$ cat src/rtl/load_store_unit_pkg.sv
// Shared constants, state encoding and request legality check for the load/store unit.
package lsu_pkg;

    localparam logic [2:0] F3_B  = 3'b000;
    localparam logic [2:0] F3_H  = 3'b001;
    localparam logic [2:0] F3_W  = 3'b010;
    localparam logic [2:0] F3_BU = 3'b100;
    localparam logic [2:0] F3_HU = 3'b101;

    typedef enum logic [1:0] {IDLE, ACCESS, WRITE, RESP} lsu_state_t;

    // Unsigned variants only make sense for loads; alignment follows access size.
    function automatic logic req_illegal(input logic we, input logic [2:0] f3,
                                         input logic [1:0] off);
        logic bad;
        bad = 1'b0;
        case (f3)
            F3_B:    bad = 1'b0;
            F3_BU:   bad = we;
            F3_H:    bad = off[0];
            F3_HU:   bad = we | off[0];
            F3_W:    bad = (off != 2'b00);
            default: bad = 1'b1;
        endcase
        return bad;
    endfunction

endpackage

$ cat src/rtl/load_store_unit_if.sv
// Core-side request/response bundle of the load/store unit.
interface load_store_unit_if #(
    parameter int ADDR_W = 32
);
    logic              req_valid;
    logic              req_ready;
    logic              req_we;
    logic [2:0]        req_funct3;
    logic [ADDR_W-1:0] req_addr;
    logic [31:0]       req_wdata;
    logic              rsp_valid;
    logic [31:0]       rsp_rdata;
    logic              misaligned;

    modport master (
        output req_valid, req_we, req_funct3, req_addr, req_wdata,
        input  req_ready, rsp_valid, rsp_rdata, misaligned
    );

    modport slave (
        input  req_valid, req_we, req_funct3, req_addr, req_wdata,
        output req_ready, rsp_valid, rsp_rdata, misaligned
    );
endinterface

$ cat src/rtl/load_store_unit_lanes.sv
// Byte/half lane extraction for loads and lane merge for sub-word stores.
module lsu_lanes
    import lsu_pkg::*;
(
    input  logic [31:0] word,
    input  logic [1:0]  offset,
    input  logic [2:0]  funct3,
    input  logic [31:0] wdata,
    output logic [31:0] load_ext,
    output logic [31:0] store_merge
);
    logic [7:0]  byte_sel;
    logic [15:0] half_sel;

    always_comb begin
        byte_sel = word[{offset, 3'b000} +: 8];
        half_sel = offset[1] ? word[31:16] : word[15:0];

        load_ext = word;
        case (funct3)
            F3_B:    load_ext = {{24{byte_sel[7]}}, byte_sel};
            F3_BU:   load_ext = {24'h0, byte_sel};
            F3_H:    load_ext = {{16{half_sel[15]}}, half_sel};
            F3_HU:   load_ext = {16'h0, half_sel};
            default: load_ext = word;
        endcase

        store_merge = word;
        case (funct3)
            F3_B: store_merge[{offset, 3'b000} +: 8] = wdata[7:0];
            F3_H: begin
                if (offset[1]) store_merge[31:16] = wdata[15:0];
                else           store_merge[15:0]  = wdata[15:0];
            end
            default: store_merge = wdata;
        endcase
    end

endmodule

$ cat src/rtl/load_store_unit.sv
// Turns byte/half/word loads and stores into aligned word accesses; sub-word stores are read-modify-write.
module load_store_unit
    import lsu_pkg::*;
#(
    parameter int ADDR_W = 32
) (
    input  logic              clk,
    input  logic              rst,
    load_store_unit_if.slave  core,
    output logic [ADDR_W-1:0] mem_addr,
    output logic [31:0]       mem_wdata,
    output logic              mem_we,
    input  logic [31:0]       mem_rdata
);
    lsu_state_t        state;
    logic              we_q;
    logic [2:0]        f3_q;
    logic [ADDR_W-1:0] addr_q;
    logic [31:0]       wdata_q;
    logic [31:0]       merged_q;
    logic              err_q;
    logic [31:0]       rdata_q;
    logic [31:0]       load_ext;
    logic [31:0]       store_merge;
    logic              illegal;

    assign illegal = req_illegal(core.req_we, core.req_funct3, core.req_addr[1:0]);

    lsu_lanes u_lanes (
        .word        (mem_rdata),
        .offset      (addr_q[1:0]),
        .funct3      (f3_q),
        .wdata       (wdata_q),
        .load_ext    (load_ext),
        .store_merge (store_merge)
    );

    always_ff @(posedge clk) begin
        if (rst) begin
            state    <= IDLE;
            we_q     <= 1'b0;
            f3_q     <= 3'b000;
            addr_q   <= '0;
            wdata_q  <= 32'h0;
            merged_q <= 32'h0;
            err_q    <= 1'b0;
            rdata_q  <= 32'h0;
        end else begin
            case (state)
                IDLE: begin
                    if (core.req_valid) begin
                        we_q    <= core.req_we;
                        f3_q    <= core.req_funct3;
                        addr_q  <= core.req_addr;
                        wdata_q <= core.req_wdata;
                        err_q   <= illegal;
                        if (illegal) begin
                            rdata_q <= 32'h0;
                            state   <= RESP;
                        end else begin
                            state   <= ACCESS;
                        end
                    end
                end
                ACCESS: begin
                    if (!we_q) begin
                        rdata_q <= load_ext;
                        state   <= RESP;
                    end else if (f3_q == F3_W) begin
                        state   <= RESP;
                    end else begin
                        merged_q <= store_merge;
                        state    <= WRITE;
                    end
                end
                WRITE:   state <= RESP;
                default: state <= IDLE;
            endcase
        end
    end

    // Memory side is decoded from state so reset immediately silences it.
    always_comb begin
        mem_addr  = '0;
        mem_wdata = 32'h0;
        mem_we    = 1'b0;
        if (state == ACCESS || state == WRITE)
            mem_addr = {addr_q[ADDR_W-1:2], 2'b00};
        if (state == ACCESS && we_q && f3_q == F3_W) begin
            mem_wdata = wdata_q;
            mem_we    = !rst;
        end else if (state == WRITE) begin
            mem_wdata = merged_q;
            mem_we    = !rst;
        end
    end

    assign core.req_ready  = (state == IDLE);
    assign core.rsp_valid  = (state == RESP);
    assign core.misaligned = (state == RESP) && err_q;
    assign core.rsp_rdata  = rdata_q;

endmodule

$ cat src/flat_wrapper.sv
// flat-port wrapper written by rule: the top's interface ports become plain ports
module load_store_unit_flat import lsu_pkg::*;
#(
    parameter int ADDR_W = 32
)
  (clk, rst, mem_addr, mem_wdata, mem_we, mem_rdata, core_req_valid, core_req_we, core_req_funct3, core_req_addr, core_req_wdata, core_req_ready, core_rsp_valid, core_rsp_rdata, core_misaligned);
  load_store_unit_if #(.ADDR_W(ADDR_W)) core_i ();
  input  logic clk;
  input  logic rst;
  output logic [ADDR_W-1:0] mem_addr;
  output logic [31:0] mem_wdata;
  output logic mem_we;
  input  logic [31:0] mem_rdata;
  input wire logic [$bits(core_i.req_valid)-1:0] core_req_valid;
  input wire logic [$bits(core_i.req_we)-1:0] core_req_we;
  input wire logic [$bits(core_i.req_funct3)-1:0] core_req_funct3;
  input wire logic [$bits(core_i.req_addr)-1:0] core_req_addr;
  input wire logic [$bits(core_i.req_wdata)-1:0] core_req_wdata;
  output wire logic [$bits(core_i.req_ready)-1:0] core_req_ready;
  output wire logic [$bits(core_i.rsp_valid)-1:0] core_rsp_valid;
  output wire logic [$bits(core_i.rsp_rdata)-1:0] core_rsp_rdata;
  output wire logic [$bits(core_i.misaligned)-1:0] core_misaligned;
  assign core_i.req_valid = core_req_valid;
  assign core_i.req_we = core_req_we;
  assign core_i.req_funct3 = core_req_funct3;
  assign core_i.req_addr = core_req_addr;
  assign core_i.req_wdata = core_req_wdata;
  assign core_req_ready = core_i.req_ready;
  assign core_rsp_valid = core_i.rsp_valid;
  assign core_rsp_rdata = core_i.rsp_rdata;
  assign core_misaligned = core_i.misaligned;
  load_store_unit #(.ADDR_W(ADDR_W)) u_core (.clk(clk), .rst(rst), .core(core_i), .mem_addr(mem_addr), .mem_wdata(mem_wdata), .mem_we(mem_we), .mem_rdata(mem_rdata));
endmodule
$ cat config.mk
export PLATFORM = sky130hd
export DESIGN_NAME = load_store_unit_flat
export DESIGN_NICKNAME = d
export VERILOG_FILES = /design/src/rtl/load_store_unit_pkg.sv /design/src/rtl/load_store_unit_if.sv /design/src/rtl/load_store_unit_lanes.sv /design/src/rtl/load_store_unit.sv /design/src/flat_wrapper.sv
export SDC_FILE = /design/constraint.sdc
export NUM_CORES = 1
export LEC_CHECK = 0
export CAP_MARGIN = 15
export CORE_MARGIN = 4
export CORE_UTILIZATION = 25
export DETAILED_ROUTE_END_ITERATION = 16
export SLEW_MARGIN = 10
export SYNTH_ARGS = -nofsm -noshare
export SYNTH_HDL_FRONTEND = slang
export SYNTH_SLANG_ARGS = --single-unit
export TNS_END_PERCENT = 20
$ cat constraint.sdc
create_clock -name clk -period 7.6 [get_ports clk]
set_input_delay 1.52 -clock clk [delete_from_list [all_inputs] [get_ports clk]]
set_output_delay 1.52 -clock clk [all_outputs]
set_load 0.05 [all_outputs]
# --- Yosys cells after proc, flatten, opt, wreduce, memory -nomap -nowiden ---
# Cells that the tools add are included.
op_classes:
  n_addsub: 1
  n_eq_ne: 14
  shifts: 3
  muxes: 21
  bitwise: 2
  n_reduce_logical: 13
ops:
  columns: ["op", "n"]
  rows:
  - ["2-to-1 mux 32 bit", 6]
  - ["case mux 32 bit (2 select lines)", 2]
  - ["case mux 32 bit (4 select lines)", 1]
  - ["2-to-1 mux 16 bit", 3]
  - ["bitwise mux 32 bit", 1]
  - ["variable shift 8 x 7 -> 32 bit (first input constant)", 1]
  - ["indexed part select 32 x 6 -> 8 bit", 1]
  - ["indexed part select 8 x 7 -> 32 bit", 1]
  - ["== test 3 bit (second input constant)", 4]
  - ["negator 5 -> 7 bit", 1]
  - ["== test 3 x 1 -> 1 bit (second input constant)", 2]
  - ["== test 3 x 2 -> 1 bit (second input constant)", 2]
  - ["logical NOT 3 bit", 2]
  - ["2-to-1 mux 2 bit", 3]
  - ["case mux 2 bit (3 select lines)", 1]
  - ["case mux 1 bit (5 select lines)", 1]
  - ["== test 2 bit (second input constant)", 2]
  - ["inequality test 2 bit (second input constant)", 2]
  - ["AND reduction 4 bit", 1]
  - ["nonzero test 2 bit", 2]
  - ["logical AND 1 bit", 3]
  - ["2-to-1 mux 1 bit", 3]
  - ["AND reduction 3 bit", 1]
  - ["== test 2 x 1 -> 1 bit (second input constant)", 1]
  - ["other kinds (7)", 7]
totals:
  ff_bits: 135
  inputBits: 103
  out_inout_bits: 100
  elab_cells: 62

# --- Longest topological paths before layout ---
depth:
  ltp_word: 5
  ltp_mapped: 10
  ltp_nobuf: 6

# --- Modules after synthesis ---
# From an unflattened synthesis, not the netlist that was laid out.
unflattened:
  cells_unflattened: 1055
  area_unflattened_um2: 7475.9
modules_own_cells:
  columns: ["mod", "n_inst", "cells_per_inst", "area_each_um2", "seq_area_each_um2"]
  rows:
  - ["load_store_unit", 1, 754, 5715.5, 2702.6]
  - ["lsu_lanes", 1, 301, 1760.4, 0.0]

# --- Worst setup path after synthesis ---
# No wires, ideal clock.
synth_timing:
  path_type: "input to output"
  from: "input port rst"
  to: "output port mem_we"
  arrival_ns: 2.551
  t_required_ns: 6.080
  slack_ns: 3.529
  path_stages: 3
  path_buffers: 2
  cell_sequence: "clkbuf_1 > clkbuf_1 > nor2_1"
synth_via:
  elab_chain_len: 3
synth_lines:
  columns: ["item", "line_no", "rtl"]
  rows:
  - ["start, declared", "flat_wrapper.sv:9", "input logic rst;"]
  - ["logical NOT 1 bit *", "load_store_unit.sv:91, load_store_unit.sv:94", null]
  - ["2-to-1 mux 1 bit", "load_store_unit.sv:92", "end else if (state == WRITE) begin"]
  - ["2-to-1 mux 1 bit *", "load_store_unit.sv:89", "if (state == ACCESS && we_q && f3_q == F3_W) begin"]
  - ["end, declared", "flat_wrapper.sv:12", "output logic mem_we;"]
# Every way passes the cells marked *; elsewhere a longest branch is shown, timed or not.

# --- Final worst setup path ---
layout_timing:
  from: "register u_core.f3_q[0]"
  to: "output port mem_wdata[5]"
layout_via:
  elab_chain_len: 3
layout_lines:
  columns: ["item", "line_no", "rtl"]
  rows:
  - ["start, declared", "load_store_unit.sv:17", "logic [2:0] f3_q;"]
  - ["start signal, assigned", "load_store_unit.sv:53", "f3_q <= core.req_funct3;"]
  - ["== test 3 x 2 -> 1 bit", "load_store_unit.sv:89", null]
  - ["logical AND 1 bit", "load_store_unit.sv:89", null]
  - ["2-to-1 mux 32 bit", "load_store_unit.sv:89", null]
  - ["end, declared", "flat_wrapper.sv:11", "output logic [31:0] mem_wdata;"]
# No other way between the ends.

==> run metrics <==
Cell Pwr Density 306 mW/mm^2; Combinational Power Share between 30% and 40%; Post-CTS Setup Inserts 0; clock network fraction of total power 32.1%; CTS Sinks approximately 140; final worst-path cycle share approximately 62%; Primary FF master, synth dfxtp_1; Initial Util 25.7%; P&R area growth vs syn 38.8%; Max Freq around 210 MHz; 1st-iter DRT viols ~570; Max-slew headroom a little under two fifths; CP Depth 6; vias per inst 5.00; crit path max-delay cell type clkdlybuf4s50_1; CTS buffer count 17; Worst R2R Path Depth 7; total power 0.00307 W; CP Max Fanout 65; sequential power share 30.7%; # port buffers 200; number of unique standard cell types used by synthesis 53; Final Hold Fails 0; Max Slew Vio Count 0; Die Y 178 um; CP Class reg -> out; mean post-synth cell area 7.93 um^2; Peak VDD IR 0.140 mV; DIE AREA ~0.032 mm^2; Metal-1 WL 12.0 mm; Vias 7196; warnings from Yosys 0; Mapped Area 0.00723 mm^2; Total Nets Final 1161; # IOs 203; family with the most delay on the worst path buffers and inverters; post-DP HPWL approximately 20 mm; P_sw roughly 0.0012 W; RSZ-0062 raised after global routing no; leakage 3.42 nW; most frequent cells in the layout nand2_1 (213), clkdlybuf4s50_1 (199), dfxtp_1 (135); Max-cap violations 0; vias in the first global route 6824; crit-path cells or3b_1, nor2_4, buf_4, nand2_1, o21ai_0, clkdlybuf4s50_1; crit path launch type flop; Slew @ Worst Pin 930 ps; # H-tree levels 4; GRT Util Overall 17.3%; layout cells sized above 1 6.59%; Routed Antenna Nets 0; CTS tree built; final setup violating endpoints 0; Clock Tree Buf Depth 2; buffer and inverter count on the worst path 2; hold depth 2; ys async rst share 0%; Worst Path Required 6080 ps; HP Class reg -> reg; die width roughly 180 um; Sw Share 39.4%; quantity of hold-fixing buffers added after cts 0; clk_lat worst skew 430 ps; most common cell after layout, fill and taps aside nand2_1; fin util between 30% and 40%; # rows 61; Resized Gates After CTS 0; DRC Markers 0; internal power component 0.00186 W; drt first pass iters 6; Gate Count Post-Synth ~910; drt total wl 28.0 mm; TNS Setup 0 ps; met2 WL about 12 mm; Seq/Total Area, Yosys 37.4%; uppermost layer routed met5; Period minus WS final 4730 ps; Clock Skew roughly 13 ps; fillers 2927; largest net degree at the start of global routing between 70 and 80; DR WL met3 2.85 mm; Critical Path End Type output port; core footprint 0.0282 mm^2; gr ovfl total 0; Root Driver clkbuf_16; status finished clean; Crit path largest cell delay 830 ps; antenna violations before repair 8; average wire per standard cell 19.4 um; Inserted Diodes 0; gpl congestion between 0.8 and 0.9; arrival time worst endpoint 3210 ps; Post-synth EDFFs 0; global-route wire length before repair 41.7 mm; flip-flop and latch count after synthesis 135; Clock Pin Slew Worst Setup and Hold Paths ~60 ps
[metal layers]
metal / track usage, % / vias up
met5: 0 / -
met4: 6.03 / 16
met3: 6.68 / 54
met2: 26.1 / 310
met1: 22.5 / 3319
li1: - / 3497
[power by group through the flow]
| stage | Clock (W) | Combinational (W) | Sequential, W |
|---|---|---|---|
| final | 0.000986 | 0.00114 | 0.000943 |
| after global routing | 0.00104 | 0.00123 | 0.000957 |
| after CTS | 0.00101 | 0.00115 | 0.000940 |
| after detailed placement | 0 | 0.00114 | 0.000955 |
| after global placement | 0 | 0.00114 | 0.000954 |
| after floorplan | 0 | 0.000754 | 0.000980 |
[kinds of logic (layout without fill, tap and decap cells)]
family                   count (synthesis)  in the layout  synth area share (%)
AO/OA/AOI/OAI                          280            280                  28.4
adder cells (fa/ha/maj)                  9              9                  1.56
buffers and inverters                  110            259                  7.27
flip-flops                             135            135                  37.4
multiplexers                            29             29                  4.24
other                                    1              2                0.0519
AND/OR/NAND/NOR                        348            348                  21.1
[per-stage QoR]
step                cells  setup WS, ps  hold slack (ps)  area, um^2
detailed placement   1407          3300              444        9340
global placement     1406          3360              437        9340
global route         1440          2640              470       10000
CTS                  1439          2840              452       10000
finish               1440          2870              449       10000
floorplan             913          3530              432        7230
[area by class of cell]
cell class / instances / area [um^2] / share of cell area [%]
multi-input combinational: 668 / 4030 / 40.2
sequential: 135 / 2700 / 26.9
timing repair buffer: 212 / 2080 / 20.8
tap: 378 / 473 / 4.71
clock buffer: 20 / 467 / 4.65
clock inverter: 12 / 220 / 2.19
inverter: 15 / 56.3 / 0.561
[state kept, by name (all words and copies together) (netlist names)]
signal,count
u_core.wdata_q,32
u_core.err_q,1
u_core.f3_q,3
u_core.state,2
u_core.merged_q,32
u_core.core.rsp_rdata,32
u_core.addr_q,32
u_core.we_q,1
[synth_stat cells (all sizes together), types with 3 or more instances]
library cell  count  share of area [%]
dfxtp           135                 37
nand2b           20                1.7
o2bb2ai          12                1.5
or3b              3               0.36
a32o              5               0.69
clkbuf           45                2.4
nor2             59                3.1
nor3b             3               0.38
a222oi           14                1.9
ha                9                1.6
o21ai            39                2.7
and2             33                2.9
inv              15               0.78
a22oi             5               0.52
a21oi            76                5.4
a211oi           32                3.4
nand2           214                 11
buf              50                4.1
a221oi           24                3.7
o32ai             7               0.85
a22o             46                5.6
mux2i            25                3.5
o22ai             4               0.35
a21o              3               0.31
o211ai            5               0.52
nor2b             5               0.43
or2               4               0.38
mux2              3               0.47
[path summary, 6_finish.rpt]
path                            slack (ps)              start                  end
worst max-delay path                  2870     u_core.f3_q[0]         mem_wdata[5]
worst min-delay path                   450  u_core.addr_q[18]    u_core.addr_q[18]
worst max register to register        4540   u_core.addr_q[0]  u_core.merged_q[18]
worst min register to register         450  u_core.addr_q[18]    u_core.addr_q[18]
[worst register-to-register path, cell delays in order (launching register included)]
cell	delay, ps
dfxtp_1	770
inv_1	260
ha_1	560
nor4bb_1	620
buf_2	280
a22o_1	150
a221oi_1	80
a211oi_1	260
Power figures use the tool's default switching activity.
